### config.mk
export PLATFORM = sky130hd
export DESIGN_NAME = parity_nand_accumulator
export DESIGN_NICKNAME = d
export VERILOG_FILES = /design/src/rtl/parity_acc_pkg.sv /design/src/rtl/word_reduce.sv /design/src/rtl/parity_nand_accumulator.sv
export SDC_FILE = /design/constraint.sdc
export NUM_CORES = 1
export LEC_CHECK = 0
export CORE_ASPECT_RATIO = 1.5
export CORE_UTILIZATION = 43
export CTS_CLUSTER_DIAMETER = 50
export CTS_CLUSTER_SIZE = 8
export DETAILED_ROUTE_END_ITERATION = 10
export MAX_ROUTING_LAYER = met4
export PLACE_DENSITY_LB_ADDON = 0.15
export SETUP_SLACK_MARGIN = 0.2
export SYNTH_ARGS = -nofsm -noshare
export SYNTH_HDL_FRONTEND = slang
export SYNTH_SLANG_ARGS = --single-unit
### constraint.sdc
create_clock -name clk -period 4.55 [get_ports clk]
set_input_delay 1.1375 -clock clk [delete_from_list [all_inputs] [get_ports clk]]
set_output_delay 1.1375 -clock clk [all_outputs]
set_load 0.05 [all_outputs]
### src/rtl/parity_acc_pkg.sv
// Shared types and helpers for the streaming parity / NAND frame accumulator.
package parity_acc_pkg;

   typedef enum logic [1:0] {
      IDLE  = 2'd0,
      ACCUM = 2'd1,
      HOLD  = 2'd2
   } state_t;

   // Bits needed to hold a word count from 0 up to max_words inclusive.
   function automatic int unsigned cnt_width(input int unsigned max_words);
      return $clog2(max_words + 1);
   endfunction

endpackage

### src/rtl/word_reduce.sv
// Per-word reductions: XOR parity and AND (all-ones) of a single input word.
module word_reduce #(
   parameter int unsigned WIDTH = 3
) (
   input  logic [WIDTH-1:0] i_data,
   output logic             o_wx,
   output logic             o_wa
);

   assign o_wx = ^i_data;
   assign o_wa = &i_data;

endmodule

### src/rtl/parity_nand_accumulator.sv
// Frame-level XOR-parity and NAND-reduction accumulator with valid/ready on
// both the word input and the frame-result output.
module parity_nand_accumulator
   import parity_acc_pkg::*;
#(
   parameter int unsigned WIDTH      = 3,
   parameter int unsigned MAX_WORDS  = 16,
   parameter bit          ODD_PARITY = 1'b0,
   localparam int unsigned CW        = cnt_width(MAX_WORDS)
) (
   input  logic             clk,
   input  logic             rst_n,
   input  logic             in_valid,
   output logic             in_ready,
   input  logic [WIDTH-1:0] in_data,
   input  logic             in_last,
   output logic             out_valid,
   input  logic             out_ready,
   output logic             out_parity,
   output logic             out_nand,
   output logic [CW-1:0]    out_count,
   output logic             out_truncated
);

   state_t          r_state;
   logic            r_par_acc;
   logic            r_and_acc;
   logic [CW-1:0]   r_cnt;
   logic            r_in_ready;
   logic            r_out_valid;
   logic            r_out_parity;
   logic            r_out_nand;
   logic [CW-1:0]   r_out_count;
   logic            r_out_truncated;

   logic            w_wx;
   logic            w_wa;
   logic            w_accept;
   logic [CW-1:0]   w_cnt_next;
   logic            w_par_next;
   logic            w_and_next;
   logic            w_hit_max;
   logic            w_close;

   word_reduce #(.WIDTH(WIDTH)) u_word_reduce (
      .i_data (in_data),
      .o_wx   (w_wx),
      .o_wa   (w_wa)
   );

   // Running values including the word currently offered.
   assign w_accept   = in_valid & r_in_ready;
   assign w_cnt_next = r_cnt + CW'(1);
   assign w_par_next = r_par_acc ^ w_wx;
   assign w_and_next = r_and_acc & w_wa;
   assign w_hit_max  = (w_cnt_next == CW'(MAX_WORDS));
   assign w_close    = in_last | w_hit_max;

   always_ff @(posedge clk) begin
      if (!rst_n) begin
         r_state         <= IDLE;
         r_par_acc       <= 1'b0;
         r_and_acc       <= 1'b1;
         r_cnt           <= '0;
         r_in_ready      <= 1'b1;
         r_out_valid     <= 1'b0;
         r_out_parity    <= 1'b0;
         r_out_nand      <= 1'b0;
         r_out_count     <= '0;
         r_out_truncated <= 1'b0;
      end else begin
         case (r_state)
            IDLE, ACCUM: begin
               if (w_accept) begin
                  if (w_close) begin
                     // Closing word: publish the frame result and stall input.
                     r_state         <= HOLD;
                     r_in_ready      <= 1'b0;
                     r_out_valid     <= 1'b1;
                     r_out_parity    <= w_par_next ^ ODD_PARITY;
                     r_out_nand      <= ~w_and_next;
                     r_out_count     <= w_cnt_next;
                     r_out_truncated <= ~in_last;
                  end else begin
                     r_state   <= ACCUM;
                     r_par_acc <= w_par_next;
                     r_and_acc <= w_and_next;
                     r_cnt     <= w_cnt_next;
                  end
               end
            end
            HOLD: begin
               if (out_ready) begin
                  r_state     <= IDLE;
                  r_in_ready  <= 1'b1;
                  r_out_valid <= 1'b0;
                  r_par_acc   <= 1'b0;
                  r_and_acc   <= 1'b1;
                  r_cnt       <= '0;
               end
            end
            default: begin
               r_state     <= IDLE;
               r_in_ready  <= 1'b1;
               r_out_valid <= 1'b0;
               r_par_acc   <= 1'b0;
               r_and_acc   <= 1'b1;
               r_cnt       <= '0;
            end
         endcase
      end
   end

   assign in_ready      = r_in_ready;
   assign out_valid     = r_out_valid;
   assign out_parity    = r_out_parity;
   assign out_nand      = r_out_nand;
   assign out_count     = r_out_count;
   assign out_truncated = r_out_truncated;

endmodule

==> results_dict.tcl <==
set metrics [dict create \
    worstPathBufferInverterCount 1 \
    required_ns 3.41 \
    path_max_fanout 3 \
    cp_num_cells 1 \
    clk_latency_ns 0.31 \
    startpoint_type "flop" \
    rsz0062_at_grt "false" \
    min_to "out_valid" \
    drc_errors 0 \
    seqPwrFrac 0.528 \
    synth_ff_type "dfxtp_1" \
    final_antenna_net_count 0 \
    antenna_found_initial 0 \
    synth_area_um2 908.4 \
    r2r_end "out_count[4]" \
    maxCapViolations 0 \
    min-delay-start "out_valid" \
    max_freq_mhz 382.9 \
    routedWlPerCell_um 13.89 \
    comb_power_share 0.217 \
    ff2ff_setup_slack_ns 2.55 \
    synth_edf_count 0 \
    pin_count 18 \
    hold_viol 0 \
    yosys_warnings 0 \
    maxSlewViolCount 0 \
    dieWidth_um 39.53 \
    peakVddDrop_mv 0.2035 \
    routabilityCongestion 0.7600 \
    fin_crit_sh 0.5740 \
    finalWirelength_um 1861 \
    reg2reg_depth 6 \
    cp_slowest_cell "clkdlybuf4s50_1" \
    initial_core_util 0.4537 \
    fin_nets 124 \
    async_reset_ff_frac 0 \
    cts_max_path_buffers 2 \
    numCtsBuffers 3 \
    syn_avg_cell_area_um2 9.562 \
    io_buffers 17 \
    syn_nets 106 \
    overflow 0 \
    hpwl_um 1296 \
    grt_pass1_vias 720 \
    ys_ff_latch 19 \
    switching_share 0.3070 \
    syn2layout_area_growth_pct 22.86 \
    cpPeakStageDelay_ns 0.80 \
    htree_levels 1 \
    cts_resized 0 \
    firstDrtPassIters 4 \
    intPower_mw 0.2390 \
    dpl.cell_count 130 \
    skew_ns 0.003338 \
    grt_pass1_wl_um 3070 \
    worst_pin_slew_ns 0.7248 \
    drive_gt1_frac 0.09821 \
    leakage_nw 0.4391 \
    rows 20 \
    grt_util_all_layers 0.1988 \
    end_kind "output pin" \
    min_path_cells 2 \
    path_class "flop to output pin" \
    diodes 0 \
    syn-instance-count 95 \
    hold_class "flop to flop" \
    die_area_um2 2304 \
    clkSlewWorstSetupHoldPaths_ns 0.10 \
    p_per_area_nw_per_um2 309.0 \
    path_cells "clkdlybuf4s50_1" \
    fin_cells 134 \
    root_buffer "clkbuf_4" \
    drt_iter0_drc 10 \
    fillerInstances 195 \
    relSlewSlack 0.5150 \
    critPathTopFamily "buffers and inverters" \
    synth.distinct_cells 37 \
    grt_max_degree 14 \
    via_count 774 \
    cts_tree "done" \
    status "finished clean" \
    switchingPower_mw 0.1059 \
    finalSetupViolCount 0 \
    core_um2 2002 \
    avgViaCountPerCell 5.776 \
    clkPwrFrac 0.255 \
    finalCriticalPeriod_ns 2.612 \
    cts_setup_buffers 0 \
    clkSinkCount 19 \
    rr_startpoint "r_cnt[0]" \
    die_y_um 58.29 \
    arrival_ns 1.47 \
    synth_seq_area_share 0.4187 \
    ctsHoldBuffers 0 \
    tns_ns 0 \
]
placed cells by master (no fill, tap or decap), drive strengths merged, types with 2 or more instances in the layout:
| cell | synthesis | routed |
|---|---|---|
| a211oi | 6 | 6 |
| a21o | 2 | 2 |
| a21oi | 7 | 7 |
| a2bb2oi | 2 | 2 |
| and3 | 2 | 2 |
| clkbuf | 2 | 4 |
| clkdlybuf4s50 | 0 | 17 |
| dfxtp | 19 | 19 |
| ha | 3 | 3 |
| mux2i | 3 | 3 |
| nand2 | 4 | 4 |
| nand3 | 7 | 7 |
| nor2 | 5 | 5 |
| nor3 | 3 | 3 |
| o21a | 2 | 2 |
| o21ai | 6 | 6 |
| o2bb2ai | 2 | 2 |
| xor2 | 3 | 3 |
flip-flops by register name, indices dropped and copies added (netlist names):
register	cells
out_truncated	1
r_and_acc	1
out_parity	1
r_par_acc	1
out_nand	1
out_count	5
r_state	2
r_cnt	5
out_valid	1
in_ready	1
cell type report:
class                   count  area, um2  share of cell area
repair buffers             17      170.2              0.1525
inverters                   2      7.507            0.006726
flip-flops and latches     19      380.4              0.3408
clock buffers               4      26.28             0.02354
multi-input cells          70      504.2              0.4518
well taps                  22      27.53             0.02466
cell usage after synthesis, types with 3 or more instances:
library cell,number,area share
ha_1,3,0.041
dfxtp_1,19,0.42
a211oi_1,6,0.050
nor2_1,4,0.017
mux2i_1,3,0.033
a21oi_1,7,0.039
o21ai_0,6,0.033
xor2_1,3,0.029
nor3_1,3,0.017
nand3_1,7,0.039
nand2_1,4,0.017
logic make-up after synthesis:
logic type	Yosys count	synth area share
compound gates	32	0.2686
simple gates	27	0.1612
flops	19	0.4187
buf+inv	6	0.02616
xor+xnor	4	0.03857
mux	4	0.04545
fa+ha+maj	3	0.04133
worst max-delay path by stage:
stage              from  slack [ns]  endpoint
3_3_place_gp   in_valid        1.76  r_cnt[0]
4_1_cts        in_ready        1.94  in_ready
2_1_floorplan  in_valid        2.17  r_cnt[0]
3_5_place_dp      rst_n        1.71  r_cnt[0]
5_1_grt        in_ready        1.89  in_ready
6_report       in_ready        1.94  in_ready
power groups by stage:
| stage | sequential [mW] | combinational [mW] | clock, mW |
|---|---|---|---|
| 2_1_floorplan | 0.204 | 0.0316 | 0 |
| 3_3_place_gp | 0.185 | 0.0749 | 0 |
| 3_5_place_dp | 0.186 | 0.0749 | 0 |
| 4_1_cts | 0.182 | 0.0754 | 0.0853 |
| 5_1_grt | 0.183 | 0.0810 | 0.0965 |
| 6_report | 0.182 | 0.0750 | 0.0879 |
routing by layer:
layer	global-route usage	wire, um	part of all wire	vias to the layer above
li1	-	-	-	388
met5	-	0	0	-
met4	0.1182	41	0.022	0
met1	0.2494	890	0.48	367
met3	0.04528	68	0.037	5
met2	0.2834	860	0.46	14
through the flow:
stage	power, mW	util	hold slack (ns)	worst slack [ns]	cell area, um2
global placement	0.2603	0.5444	0.4422	1.759	1090
finish	0.3448	0.5575	0.4591	1.938	1116
floorplan	0.2357	-	0.4693	2.166	908.4
detailed placement	0.2609	0.5444	0.4484	1.712	1090
global route	0.3610	0.5575	0.5022	1.886	1116
CTS	0.3426	0.5575	0.4624	1.942	1116
Power figures use the tool's default switching activity.
==> RTL change 1: new RTL, config.mk and constraints unchanged <==
Make the reset (`rst_n`) asynchronous in one clocked block.
--- a/src/rtl/parity_nand_accumulator.sv
+++ b/src/rtl/parity_nand_accumulator.sv
@@ -56,7 +56,7 @@
    assign w_hit_max  = (w_cnt_next == CW'(MAX_WORDS));
    assign w_close    = in_last | w_hit_max;
 
-   always_ff @(posedge clk) begin
+   always_ff @(posedge clk or negedge rst_n) begin
       if (!rst_n) begin
          r_state         <= IDLE;
          r_par_acc       <= 1'b0;
Behaviour: differs if rst_n is asserted again (counterexample within 4 cycles, from zero or initial values and one cycle with rst_n low); with rst_n held inactive, the same outputs for 10 cycles.
==> RTL change 1 against the unedited design <==
Sequential cell count is the same. Synthesized cell count shrank 9.5%. Worst setup slack lost 0.20 ns. Wire length shrank 0.81%. Critical endpoint unchanged. Final area grew 3.7%. Synthesized area grew 4.5%.
Power is not compared: it rests on default switching activity, and its combinational part moved more than twofold at a synthesized area within 25%.
==> RTL change 1: results (changes against the unedited design) <==
| Metric | Value |
|---|---|
| Sequential-to-total area share from yosys stat | `50.33% (+8.5 points)` |
| Top cells by area in the synthesized netlist | `sky130_fd_sc_hd__dfrtp_1 (45%), sky130_fd_sc_hd__mux2_2 (5.9%), sky130_fd_sc_hd__dfstp_2 (5.5%), sky130_fd_sc_hd__nand3_1 (5.3%), sky130_fd_sc_hd__ha_1 (4.0%)` |
| Via-to-Cell Ratio | `5.598 (-3.1%)` |
| Worst-Margin Slew | `0.8682 ns (+0.1434 ns)` |
| Maximum fanout along the worst path | `4 (+1)` |
| Outcome | `complete, no violations` |
| Final WL | `1846 µm (-0.81%)` |
| Tot GR Track Use | `19.43% (-0.45 points)` |
| FILL cells | `193 (-1.0%)` |
| Share of flip-flops with an asynchronous set or reset after synthesis | `100.0% (+100 points)` |
| Final Net Count | `117 (-5.6%)` |
| Global-route wire length before repair | `3029 µm (-1.3%)` |
| Final estimated routing congestion in global placement | `0.7794 (+2.6%)` |
| Number of distinct library cells after synthesis | `33 (-11%)` |
| Share of final-layout standard cells stronger than drive strength 1 | `15.24% (+5.4 points)` |
| Detailed placer's ending HPWL | `1307 µm (+0.86%)` |
| Kind of cell adding the most delay to the critical path | `buffers and inverters` |
| Ranking of synthesized cells by instance count | `sky130_fd_sc_hd__dfrtp_1 (17), sky130_fd_sc_hd__nand2_1 (10), sky130_fd_sc_hd__nand3_1 (10)` |
| Largest net degree at the start of global routing | `20 (+6)` |
| Vias in the first global route | `710 (-1.4%)` |
| Number of violations reported at the end of detailed-routing iteration 0 | `8 (-2)` |
| Post-place setup slack | `1.593 ns (-0.1192 ns)` |
| Largest clock skew in the final design | `0.008335 ns (+0.004997 ns)` |
| Number of nets produced by synthesis | `97 (-8.5%)` |
| Endpoint arrival time on the critical path | `1.67 ns (+0.20 ns)` |
[RTL change 1: cell families after synthesis]
group / synth area share, %
AO/OA/AOI/OAI: 17.13
XOR/XNOR: 5.403
adder cells (fa/ha/maj): 3.953
buffers and inverters: 2.898
flip-flops: 50.33
multiplexers: 5.928
AND/OR/NAND/NOR: 14.36
[RTL change 1: cell type report]
| class | count | share of cell area (%) |
|---|---|---|
| Sequential cell | 19 | 41.30 |
| Multi-Input combinational cell | 62 | 38.38 |
| Timing Repair Buffer | 17 | 14.70 |
| Tap cell | 22 | 2.378 |
| Clock buffer | 4 | 2.270 |
| Inverter | 3 | 0.9730 |
[RTL change 1: worst reg2reg max path: stages (launching register included)]
cell	delay, ns
sky130_fd_sc_hd__dfrtp_1	0.50
sky130_fd_sc_hd__ha_1	0.33
sky130_fd_sc_hd__nand3_1	0.15
sky130_fd_sc_hd__xnor2_2	0.31
sky130_fd_sc_hd__a31oi_2	0.19
sky130_fd_sc_hd__nor2_2	0.37
sky130_fd_sc_hd__mux2_2	0.39
[RTL change 1: final timing paths]
kind                               from      endpoint  slack, ns  depth (start not counted)
max                            in_ready      in_ready       1.74                          1
min                        out_count[4]  out_count[4]       0.48                          2
max reg2reg                    r_cnt[0]  out_count[1]       2.20                          6
min reg2reg                out_count[4]  out_count[4]       0.48                          2
max in group asynchronous         rst_n      r_cnt[1]       2.70                          1
min in group asynchronous         rst_n    r_state[1]       1.31                          1
[RTL change 1: layer usage]
metal  global-route usage [%]  part of all wire [%]  vias up
li1                         -                     -      350
met1                    20.94                    43      341
met2                    32.20                    51       16
met3                    2.256                   3.3        4
met4                    11.43                   2.2        0
met5                        -                     0        -
[RTL change 1: where the power goes]
group          switching, mW  total (mW)  leakage, nW  internal [mW]
Sequential            0.0456       0.273        0.241          0.227
Combinational          0.184       0.300        0.249          0.117
Clock                 0.0539      0.0881       0.0150         0.0342
Total                  0.283       0.661        0.505          0.378
[RTL change 1: per-stage QoR]
step / utilization (%) / std cells
detailed placement: 55.12 / 123
finish: 56.40 / 127
CTS: 56.40 / 127
global route: 56.40 / 127
global placement: 55.12 / 123
floorplan: - / 86
==> RTL change 2: new RTL, config.mk and constraints unchanged <==
Made on the original files. The parameter `MAX_WORDS` goes from 16 to 32.
--- a/src/rtl/parity_nand_accumulator.sv
+++ b/src/rtl/parity_nand_accumulator.sv
@@ -4,7 +4,7 @@
    import parity_acc_pkg::*;
 #(
    parameter int unsigned WIDTH      = 3,
-   parameter int unsigned MAX_WORDS  = 16,
+   parameter int unsigned MAX_WORDS  = 32,
    parameter bit          ODD_PARITY = 1'b0,
    localparam int unsigned CW        = cnt_width(MAX_WORDS)
 ) (
Interface: changed (resized out_count); port bits go from 18 to 19. No check against the original RTL was run, so the function may have changed too.
==> RTL change 2 against the unedited design <==
Synthesized cell count rose by 29%. Wire length rose by 23%. Sequential share of layout area fell by 0.94 points. Final area rose by 14%. First-iteration DRC count rose by 80%. Clock skew rose by 0.0012 ns. Power rose by 4.7%. Die area rose by 15%. Highest routed layer unchanged. Worst setup slack got worse by 0.078 ns. Largest cell class unchanged. Sequential cell count rose by 2. Synthesized area rose by 16%. Final cell count rose by 22%. Via count rose by 25%. Combinational power fell by 5.2%.
==> RTL change 2: results (changes against the unedited design) <==
| Metric | Value |
|---|---|
| Outcome | `complete, no violations` |
| Number of nets produced by synthesis | `133 (+25%)` |
| Worst setup slack for register-to-register paths | `2.37 ns (-0.18 ns)` |
| Met3 usage in global routing | `2.023% (-2.5 points)` |
| Largest net degree at the start of global routing | `27 (+13)` |
| Top cells by area in the synthesized netlist | `sky130_fd_sc_hd__dfxtp_1 (40%), sky130_fd_sc_hd__nand2_1 (8.9%), sky130_fd_sc_hd__mux2i_1 (6.7%), sky130_fd_sc_hd__nand3_1 (3.3%), sky130_fd_sc_hd__o21ai_0 (3.3%)` |
| Worst reg-to-reg path cell count | `5 (-1)` |
| Post-synthesis compound-gate area fraction | `22.33% (-4.5 points)` |
| Post-route setup slack | `1.860 ns (-0.07815 ns)` |
| Power Sequential | `198 µW (+9%)` |
| Maximum fanout along the worst path | `6 (+3)` |
| Final WL | `2292 µm (+23%)` |
| Placement-stage cell area | `0.001242 mm² (+14%)` |
| Worst hold-check slack | `0.4608 ns (+0.001648 ns)` |
| Power of the combinational group | `71.1 µW (-5.2%)` |
| Number of distinct library cells after synthesis | `39 (+5.4%)` |
| Number of cells in the finished layout apart from fillers | `164 (+22%)` |
| Sequential-to-total area share from yosys stat | `39.90% (-2.0 points)` |
| Total net switching power | `107.0 µW (+1.1%)` |
| Total leakage power | `0.4583 nW (+4.4%)` |
| Post-synthesis mux area share | `6.651% (+2.1 points)` |
| Post-Synthesis Cells | `123 (+29%)` |
| Global Route met2 Usage | `34.42% (+6.1 points)` |
| Tightest slew margin relative to the limit | `63.58% (+12 points)` |
| Vias in the first global route | `985 (+37%)` |
| Tot GR Track Use | `19.81% (-0.069 points)` |
| Wl on met1 | `964 µm (+8.3%)` |
| Port Buffer Count | `18 (+1)` |
| Largest clock skew in the final design | `0.004541 ns (+0.001204 ns)` |
| Peak supply drop | `0.2031 mV (-0.21%)` |
| Post-synthesis xor/xnor area fraction | `3.325% (-0.53 points)` |
| Detailed placer's ending HPWL | `1714 µm (+32%)` |
| Final Net Count | `152 (+23%)` |
[RTL change 2: changes by cell type after synthesis, moves of 3 or more]
cell	unedited run	this run
sky130_fd_sc_hd__xor2_1	3	0
sky130_fd_sc_hd__o211ai_1	0	4
sky130_fd_sc_hd__nand2_1	4	25
sky130_fd_sc_hd__mux2i_1	3	7
sky130_fd_sc_hd__nor2_1	4	1
sky130_fd_sc_hd__a211oi_1	6	1
sky130_fd_sc_hd__xnor2_1	1	4
[RTL change 2: layout make-up]
| class | instances | area [µm²] | area share [%] |
|---|---|---|---|
| multi-input combinational | 93 | 590.6 | 46.55 |
| sequential | 21 | 420.4 | 33.14 |
| timing repair buffer | 19 | 187.7 | 14.79 |
| tap | 23 | 28.78 | 2.268 |
| clock buffer | 4 | 26.28 | 2.071 |
| inverter | 4 | 15.01 | 1.183 |
